## config.mk

```make
export PLATFORM = sky130hd
export DESIGN_NAME = instr_mem_loader
export DESIGN_NICKNAME = d
export VERILOG_FILES = /design/src/rtl/instr_mem_loader.sv
export SDC_FILE = /design/constraint.sdc
export NUM_CORES = 1
export LEC_CHECK = 0
export ABC_AREA = 1
export BUFFER_PORTS_ARGS = -buffer_cell sky130_fd_sc_hd__clkbuf_2
export CAP_MARGIN = 20
export CORE_MARGIN = 2
export CORE_UTILIZATION = 43
export DETAILED_ROUTE_END_ITERATION = 6
export MAX_ROUTING_LAYER = met4
export PLACE_DENSITY = 0.67
export SKIP_CTS_REPAIR_TIMING = 1
export SLEW_MARGIN = 20
export SYNTH_ARGS = -nofsm -noshare
export SYNTH_HDL_FRONTEND = slang
export SYNTH_SLANG_ARGS = --single-unit
```

## constraint.sdc

```tcl
create_clock -name i_clk -period 2.4 [get_ports i_clk]
set_clock_uncertainty 0.05 [all_clocks]
set_input_delay 0.48 -clock i_clk [delete_from_list [all_inputs] [get_ports i_clk]]
set_output_delay 0.48 -clock i_clk [all_outputs]
set_load 0.02 [all_outputs]
```

## src/rtl/instr_mem_loader.sv

```systemverilog
// Byte-stream loader for the instruction memory: reads a 16-bit word count, then packs
// little-endian bytes into 32-bit words and writes them at consecutive word addresses.
module instr_mem_loader #(
    parameter int               Width    = 32,
    parameter int               Depth    = 512,
    parameter logic [Width-1:0] BaseAddr = '0
) (
    input  logic             i_clk,
    input  logic             i_rst_n,
    input  logic             i_start,
    input  logic             i_byte_valid,
    input  logic [7:0]       i_byte_data,
    output logic             o_byte_ready,
    output logic             o_wr_en,
    output logic [Width-1:0] o_wr_addr,
    output logic [Width-1:0] o_wr_data,
    output logic             o_cpu_hold,
    output logic             o_busy,
    output logic             o_done,
    output logic             o_error
);

    localparam logic [15:0] MaxWords = 16'(Depth / 4);

    typedef enum logic [2:0] {
        IDLE,
        LEN0,
        LEN1,
        DATA,
        WRITE,
        DONE,
        ERR
    } state_t;

    state_t           r_state;
    logic [7:0]       r_lenLo;
    logic [15:0]      r_wordsLeft;
    logic [1:0]       r_byteIdx;
    logic [Width-1:0] r_word;
    logic [Width-1:0] r_wrAddr;
    logic             r_byteReady;
    logic             r_wrEn;
    logic             r_cpuHold;
    logic             r_busy;
    logic             r_done;
    logic             r_error;

    logic             w_xfer;
    logic [15:0]      w_lenFull;

    assign w_xfer    = i_byte_valid & r_byteReady;
    assign w_lenFull = {i_byte_data, r_lenLo};

    assign o_byte_ready = r_byteReady;
    assign o_wr_en      = r_wrEn;
    assign o_wr_addr    = r_wrAddr;
    assign o_wr_data    = r_word;
    assign o_cpu_hold   = r_cpuHold;
    assign o_busy       = r_busy;
    assign o_done       = r_done;
    assign o_error      = r_error;

    // Outputs are updated on the edge that enters a state, so they are valid for the
    // whole time the FSM sits in that state.
    always_ff @(posedge i_clk or negedge i_rst_n) begin
        if (!i_rst_n) begin
            r_state     <= IDLE;
            r_lenLo     <= '0;
            r_wordsLeft <= '0;
            r_byteIdx   <= '0;
            r_word      <= '0;
            r_wrAddr    <= BaseAddr;
            r_byteReady <= 1'b0;
            r_wrEn      <= 1'b0;
            r_cpuHold   <= 1'b0;
            r_busy      <= 1'b0;
            r_done      <= 1'b0;
            r_error     <= 1'b0;
        end else begin
            case (r_state)
                IDLE: begin
                    if (i_start) begin
                        r_state     <= LEN0;
                        r_done      <= 1'b0;
                        r_error     <= 1'b0;
                        r_cpuHold   <= 1'b1;
                        r_busy      <= 1'b1;
                        r_byteReady <= 1'b1;
                    end
                end
                LEN0: begin
                    if (w_xfer) begin
                        r_lenLo <= i_byte_data;
                        r_state <= LEN1;
                    end
                end
                LEN1: begin
                    if (w_xfer) begin
                        if (w_lenFull == 16'd0) begin
                            r_state     <= DONE;
                            r_byteReady <= 1'b0;
                            r_done      <= 1'b1;
                            r_cpuHold   <= 1'b0;
                        end else if (w_lenFull > MaxWords) begin
                            r_state     <= ERR;
                            r_byteReady <= 1'b0;
                            r_error     <= 1'b1;
                        end else begin
                            r_state     <= DATA;
                            r_byteIdx   <= '0;
                            r_wrAddr    <= BaseAddr;
                            r_wordsLeft <= w_lenFull;
                        end
                    end
                end
                DATA: begin
                    if (w_xfer) begin
                        r_word[8*r_byteIdx +: 8] <= i_byte_data;
                        r_byteIdx                <= r_byteIdx + 2'd1;
                        if (r_byteIdx == 2'd3) begin
                            r_state     <= WRITE;
                            r_byteReady <= 1'b0;
                            r_wrEn      <= 1'b1;
                        end
                    end
                end
                WRITE: begin
                    r_wrEn      <= 1'b0;
                    r_wrAddr    <= r_wrAddr + Width'(4);
                    r_wordsLeft <= r_wordsLeft - 16'd1;
                    if (r_wordsLeft == 16'd1) begin
                        r_state   <= DONE;
                        r_done    <= 1'b1;
                        r_cpuHold <= 1'b0;
                    end else begin
                        r_state     <= DATA;
                        r_byteIdx   <= '0;
                        r_byteReady <= 1'b1;
                    end
                end
                DONE: begin
                    r_state <= IDLE;
                    r_busy  <= 1'b0;
                end
                ERR: begin
                    r_state <= IDLE;
                    r_busy  <= 1'b0;
                end
                default: begin
                    r_state <= IDLE;
                end
            endcase
        end
    end

endmodule

```

Word-level counts from Yosys, hierarchy flattened

Index checks and enable logic that the tools add are counted.

Bitwise gates (word level): 1
Shift operators: 2
Mux-type cells: 49
$lt $le $gt $ge: 1
Add/sub/neg operators: 4
Equality and inequality tests: 20
Reduce and logical (&&, ||, !) cells: 20

Operators by type and width:

| operator                                               | number |
|---|---|
| 2-to-1 mux 32 bit                                      | 3 |
| one-hot mux 32 bit (2 select lines)                    | 1 |
| 2-to-1 mux 16 bit                                      | 3 |
| negation 5 -> 34 bit                                   | 1 |
| variable shift 8 x 34 -> 32 bit (first input constant) | 1 |
| indexed part select 8 x 34 -> 32 bit                   | 1 |
| adder 32 x 3 -> 32 bit (second input constant)         | 1 |
| bitwise mux 32 bit                                     | 1 |
| one-hot mux 16 bit (2 select lines)                    | 1 |
| 2-to-1 mux 3 bit                                       | 8 |
| inequality test 2 bit (second input constant)          | 11 |
| 2-to-1 mux 1 bit                                       | 19 |
| == test 16 x 1 -> 1 bit (second input constant)        | 1 |
| > comparator 16 x 8 -> 1 bit (second input constant)   | 1 |
| logical NOT 16 bit                                     | 1 |
| subtractor 16 x 1 -> 16 bit (second input constant)    | 1 |
| one-hot mux 3 bit (5 select lines)                     | 1 |
| AND reduction 5 bit                                    | 3 |
| 2-to-1 mux 2 bit                                       | 5 |
| == test 3 bit (second input constant)                  | 3 |
| nonzero test 2 bit                                     | 4 |
| AND reduction 7 bit                                    | 1 |
| == test 3 x 2 -> 1 bit (second input constant)         | 2 |
| one-hot mux 1 bit (2 select lines)                     | 3 |
| other kinds (16)                                       | 20 |

Logic and storage cells: 109
Register bits: 99
Input bits: 12

Logic depth before layout (Yosys ltp)

Word-level depth: 5
Depth in mapped cells: 11

Worst setup path before layout

Ideal clock, no wire load.

Path type: reg-to-reg
Start: register r_wrAddr[2] (netlist: o_wr_addr[2])
End: register r_wrAddr[28] (netlist: o_wr_addr[28])
Setup slack: 671 ps
Data arrival time: 1562 ps
Library setup time: 117 ps
Cell stages (with the launch flop): 9
Path buffers: 0
Path through: dfrtp_1 ha_1 nand2_1 nor2_2 nand2_1 nor2_1 nand3_1 nand3_1 nand2_1

Word-level cells in the longest chain between the ends: 2

RTL lines:

| element                             | RTL line | text |
|---|---|---|
| start: declaration                  | 40       | `logic [Width-1:0] r_wrAddr;` |
| start signal: assignment            | 72       | `r_wrAddr <= BaseAddr;` |
| start signal: assignment            | 111      | `r_wrAddr <= BaseAddr;` |
| start signal: assignment            | 129      | `r_wrAddr <= r_wrAddr + Width'(4);` |
| adder 32 x 3 -> 32 bit              | 129      |  |
| one-hot mux 32 bit (2 select lines) | 80       | `case (r_state)` |

Every way passes these cells.
A chain may end at the register's enable or synchronous reset.

Worst setup path in the final report

Ends and elaborated chain as after synthesis.

==> metrics.txt <==
# TYPE chip_impl_metric gauge
chip_impl_info{name="status",value="finished, final reports clean"} 1
chip_impl_metric{name="clk_pin_slew_worst_paths",unit="ns"} 0.07
chip_impl_metric{name="wirelength_routed",unit="mm"} 14.0
chip_impl_metric{name="finalHoldViolations",unit=""} 0
chip_impl_metric{name="synth.yosys.seq_area_share",unit="%"} 42.6
chip_impl_metric{name="grt_pass1_wl",unit="mm"} 23.5
chip_impl_metric{name="antennaDiodeCount",unit=""} 0
chip_impl_metric{name="grt_use_total",unit="%"} 21.1
chip_impl_metric{name="synthesis.area",unit="um2"} 5700
chip_impl_metric{name="setup_slack",unit="ns"} 0.414
chip_impl_metric{name="globalRoute.totalOverflow",unit=""} 0
chip_impl_metric{name="postSynthCellCount",unit=""} 780
chip_impl_info{name="timing.hold.worst.class",value="input port to asynchronous set/reset pin"} 1
chip_impl_info{name="most_common_library_cell_in_the_layout_ignoring_fill_and_taps",value="nand2_1"} 1
chip_impl_metric{name="clock_sinks",unit=""} 97
chip_impl_metric{name="drv.max_cap_violation_count",unit=""} 0
chip_impl_metric{name="drc",unit=""} 0
chip_impl_info{name="endpoint_kind",value="flop"} 1
chip_impl_info{name="cts_tree",value="built"} 1
chip_impl_metric{name="rows",unit=""} 42
chip_impl_metric{name="cts_made_buffers",unit=""} 9
chip_impl_metric{name="cp_data_required_time",unit="ns"} 2.60
chip_impl_metric{name="cts_max_level",unit=""} 3
chip_impl_metric{name="max_slew_margin",unit="%"} 65.7
chip_impl_metric{name="finalWeightedCongestion",unit=""} 0.906
chip_impl_info{name="rsz0062_at_grt",value="false"} 1
chip_impl_metric{name="floorplan.initialDensity",unit="%"} 43.6
chip_impl_info{name="critPathLaunchType",value="flop"} 1
chip_impl_metric{name="power_density",unit="nW/um2"} 478
chip_impl_metric{name="drt_iter0_drc",unit=""} 298
chip_impl_metric{name="netlist-cell-type-count",unit=""} 37
chip_impl_metric{name="route.vias.total",unit=""} 5232
chip_impl_metric{name="total_power",unit="uW"} 3120
chip_impl_metric{name="irDropWorstVdd",unit="mV"} 0.348
chip_impl_metric{name="detail_route.vias_per_cell",unit=""} 5.03
chip_impl_metric{name="place.detailed.hpwl",unit="mm"} 10.2
chip_impl_metric{name="layout.filler_cells",unit=""} 1340
chip_impl_metric{name="number_of_global_route_vias_before_repair",unit=""} 4824
chip_impl_metric{name="sequential_cell_area_in_the_final_layout",unit="um2"} 2430
chip_impl_metric{name="postSynthRegisterBits",unit=""} 97
chip_impl_metric{name="syn-mean-instance-area",unit="um2"} 7.31
chip_impl_metric{name="floorplan.io_pins",unit=""} 82
chip_impl_metric{name="antenna_found_initial",unit=""} 0
chip_impl_metric{name="max_clock_freq",unit="MHz"} 504
chip_impl_metric{name="dp_worst_setup_slack",unit="ns"} 0.412
chip_impl_metric{name="finish.net_count",unit=""} 881
chip_impl_metric{name="report.final.slew_viol_count",unit=""} 0
chip_impl_metric{name="finish.utilization",unit="%"} 49.9
chip_impl_metric{name="finalSetupViolations",unit=""} 0
chip_impl_metric{name="detail-route-antenna-nets",unit=""} 0
chip_impl_metric{name="yosysWarnings",unit=""} 0
chip_impl_metric{name="post_drt_wl_per_cell",unit="um"} 13.5
chip_impl_metric{name="worst_ep_arrival_time",unit="ns"} 2.18
chip_impl_metric{name="ctsLongestPathBuffers",unit=""} 2
chip_impl_metric{name="fp.dieArea",unit="um2"} 14200
chip_impl_metric{name="grt_start_max_net_pins",unit=""} 70
chip_impl_metric{name="final_period_minus_worst_setup_slack",unit="ns"} 1.99
chip_impl_metric{name="setup-tns-final",unit="ns"} 0
chip_impl_metric{name="multiInputGateArea",unit="um2"} 2890
chip_impl_metric{name="core-area",unit="um2"} 13100
chip_impl_metric{name="die_y",unit="um"} 119
chip_impl_metric{name="port-buffer-count",unit=""} 79
chip_impl_metric{name="leakagePower",unit="uW"} 0.00383
chip_impl_metric{name="drt_pre_antenna_iters",unit=""} 5
chip_impl_metric{name="area_growth_syn_to_layout",unit="%"} 14.4
chip_impl_info{name="clock-root-buffer",value="clkbuf_16"} 1
chip_impl_info{name="kind_of_critical_path",value="flop to flop"} 1
chip_impl_metric{name="worst_max_slew_pin_slew",unit="ns"} 0.513
chip_impl_metric{name="finalCritPeriodShare",unit="%"} 82.7
chip_impl_metric{name="die_width",unit="um"} 119
chip_impl_metric{name="critPathMaxFanout",unit=""} 7
chip_impl_metric{name="clk_latency",unit="ns"} 0.36
chip_impl_info{name="final_cell_mix",value="246 x nand2_1, 105 x nand3_1, 97 x dfrtp_1"} 1
chip_impl_metric{name="drive_gt1_share",unit="%"} 20.2
## path summary, 6_finish.rpt
check                             endpoint  cells past startpoint           start  slack [ns]
max reg2reg                  o_wr_addr[28]                      8    o_wr_addr[2]        0.41
max                          o_wr_addr[28]                      8    o_wr_addr[2]        0.41
min in group i_clk            o_wr_data[2]                      3  i_byte_data[2]        0.37
min                        r_wordsLeft[15]                      1         i_rst_n       0.001
min reg2reg                        o_error                      2         o_error        0.44
max in group asynchronous       r_lenLo[1]                      2         i_rst_n        1.59
## per-layer routing
metal	wire length (um)	part of all wire [%]	vias to the layer above	GRT usage [%]
met5	0	0	-	-
met4	210	1.5	0	6.32
met3	760	5.4	16	4.98
met2	6490	46	141	32.5
met1	6550	47	2425	27.8
li1	-	-	2650	-
## area by class of cell
type | instances | share of cell area [%]
sequential | 97 | 37.2
inverter | 65 | 3.78
timing repair buffer | 85 | 6.98
clock inverter | 7 | 0.959
clock buffer | 9 | 3.45
tap | 176 | 3.38
multi-input combinational | 602 | 44.2
## Yosys cell counts
| master | number | area share [%] |
|---|---|---|
| nand2_1 | 246 | 16 |
| nand3_1 | 105 | 9.2 |
| dfrtp_1 | 97 | 43 |
| nor2_1 | 90 | 5.9 |
| inv_1 | 60 | 3.9 |
| nand2_2 | 43 | 4.7 |
| o21ai_0 | 24 | 2.1 |
| o21ai_1 | 22 | 1.9 |
| or2_2 | 10 | 1.1 |
| a21o_1 | 9 | 1.2 |
| ha_1 | 9 | 2.0 |
| buf_2 | 6 | 0.53 |
| nand4_1 | 5 | 0.55 |
| nor2_2 | 5 | 0.55 |
| a21oi_1 | 4 | 0.35 |
| buf_12 | 4 | 1.4 |
| inv_2 | 4 | 0.26 |
| mux2_1 | 4 | 0.79 |
| nor2_4 | 4 | 0.79 |
| xor2_1 | 4 | 0.61 |
| buf_4 | 3 | 0.39 |
| clkbuf_1 | 3 | 0.20 |
| a31oi_1 | 2 | 0.22 |
| nand2_4 | 2 | 0.39 |
| nand3b_1 | 2 | 0.26 |
| nor3_1 | 2 | 0.18 |
| buf_1 | 1 | 0.066 |
| conb_1 | 1 | 0.066 |
| inv_4 | 1 | 0.11 |
| mux2_2 | 1 | 0.20 |
| nand2_8 | 1 | 0.35 |
| nand3_2 | 1 | 0.18 |
| nor3_2 | 1 | 0.18 |
| o211ai_1 | 1 | 0.13 |
| o21a_1 | 1 | 0.13 |
| o21ai_2 | 1 | 0.15 |
| o21bai_1 | 1 | 0.13 |
## sequential cells by signal (all words and copies together) (netlist names)
| register | flops |
|---|---|
| o_byte_ready | 1 |
| o_wr_en | 1 |
| r_state | 3 |
| o_wr_addr | 30 |
| r_byteIdx | 2 |
| r_lenLo | 8 |
| o_error | 1 |
| o_wr_data | 32 |
| o_busy | 1 |
| o_cpu_hold | 1 |
| r_wordsLeft | 16 |
| o_done | 1 |
## worst max-delay path, stage by stage (launching register included)
cell     delay, ns
dfrtp_1       0.49
ha_1          0.29
nand2_1       0.13
nor2_2        0.26
nand2_1       0.18
nor2_1        0.23
nand3_1       0.11
nand3_1       0.09
nand2_1       0.05
## where the power goes
part           total (uW)  leakage, uW  switching (uW)  internal, uW
logic                62.3      0.00255            50.3          12.0
clock network        1420     0.000139             694           726
registers            1630      0.00114               0          1630
## metrics by stage
stage	instances	hold WS, ns	instance area, um2
3_5_place_dp	1025	0.390	6240
6_report	1041	0.00118	6520
2_1_floorplan	781	0.134	5710
5_1_grt	1041	0.0300	6520
3_3_place_gp	1025	0.388	6240
4_1_cts	1041	0.00469	6520
## logic make-up after synthesis
family | after synthesis | share of synthesized area, %
adder cells (fa/ha/maj) | 9 | 1.97
AND/OR/NAND/NOR | 517 | 40.6
AO/OA/AOI/OAI | 65 | 6.34
buffers and inverters | 82 | 6.91
multiplexers | 5 | 0.987
other | 1 | 0.0657
flip-flops | 97 | 42.6
XOR/XNOR | 4 | 0.614
(Power assumes the default switching activity.)
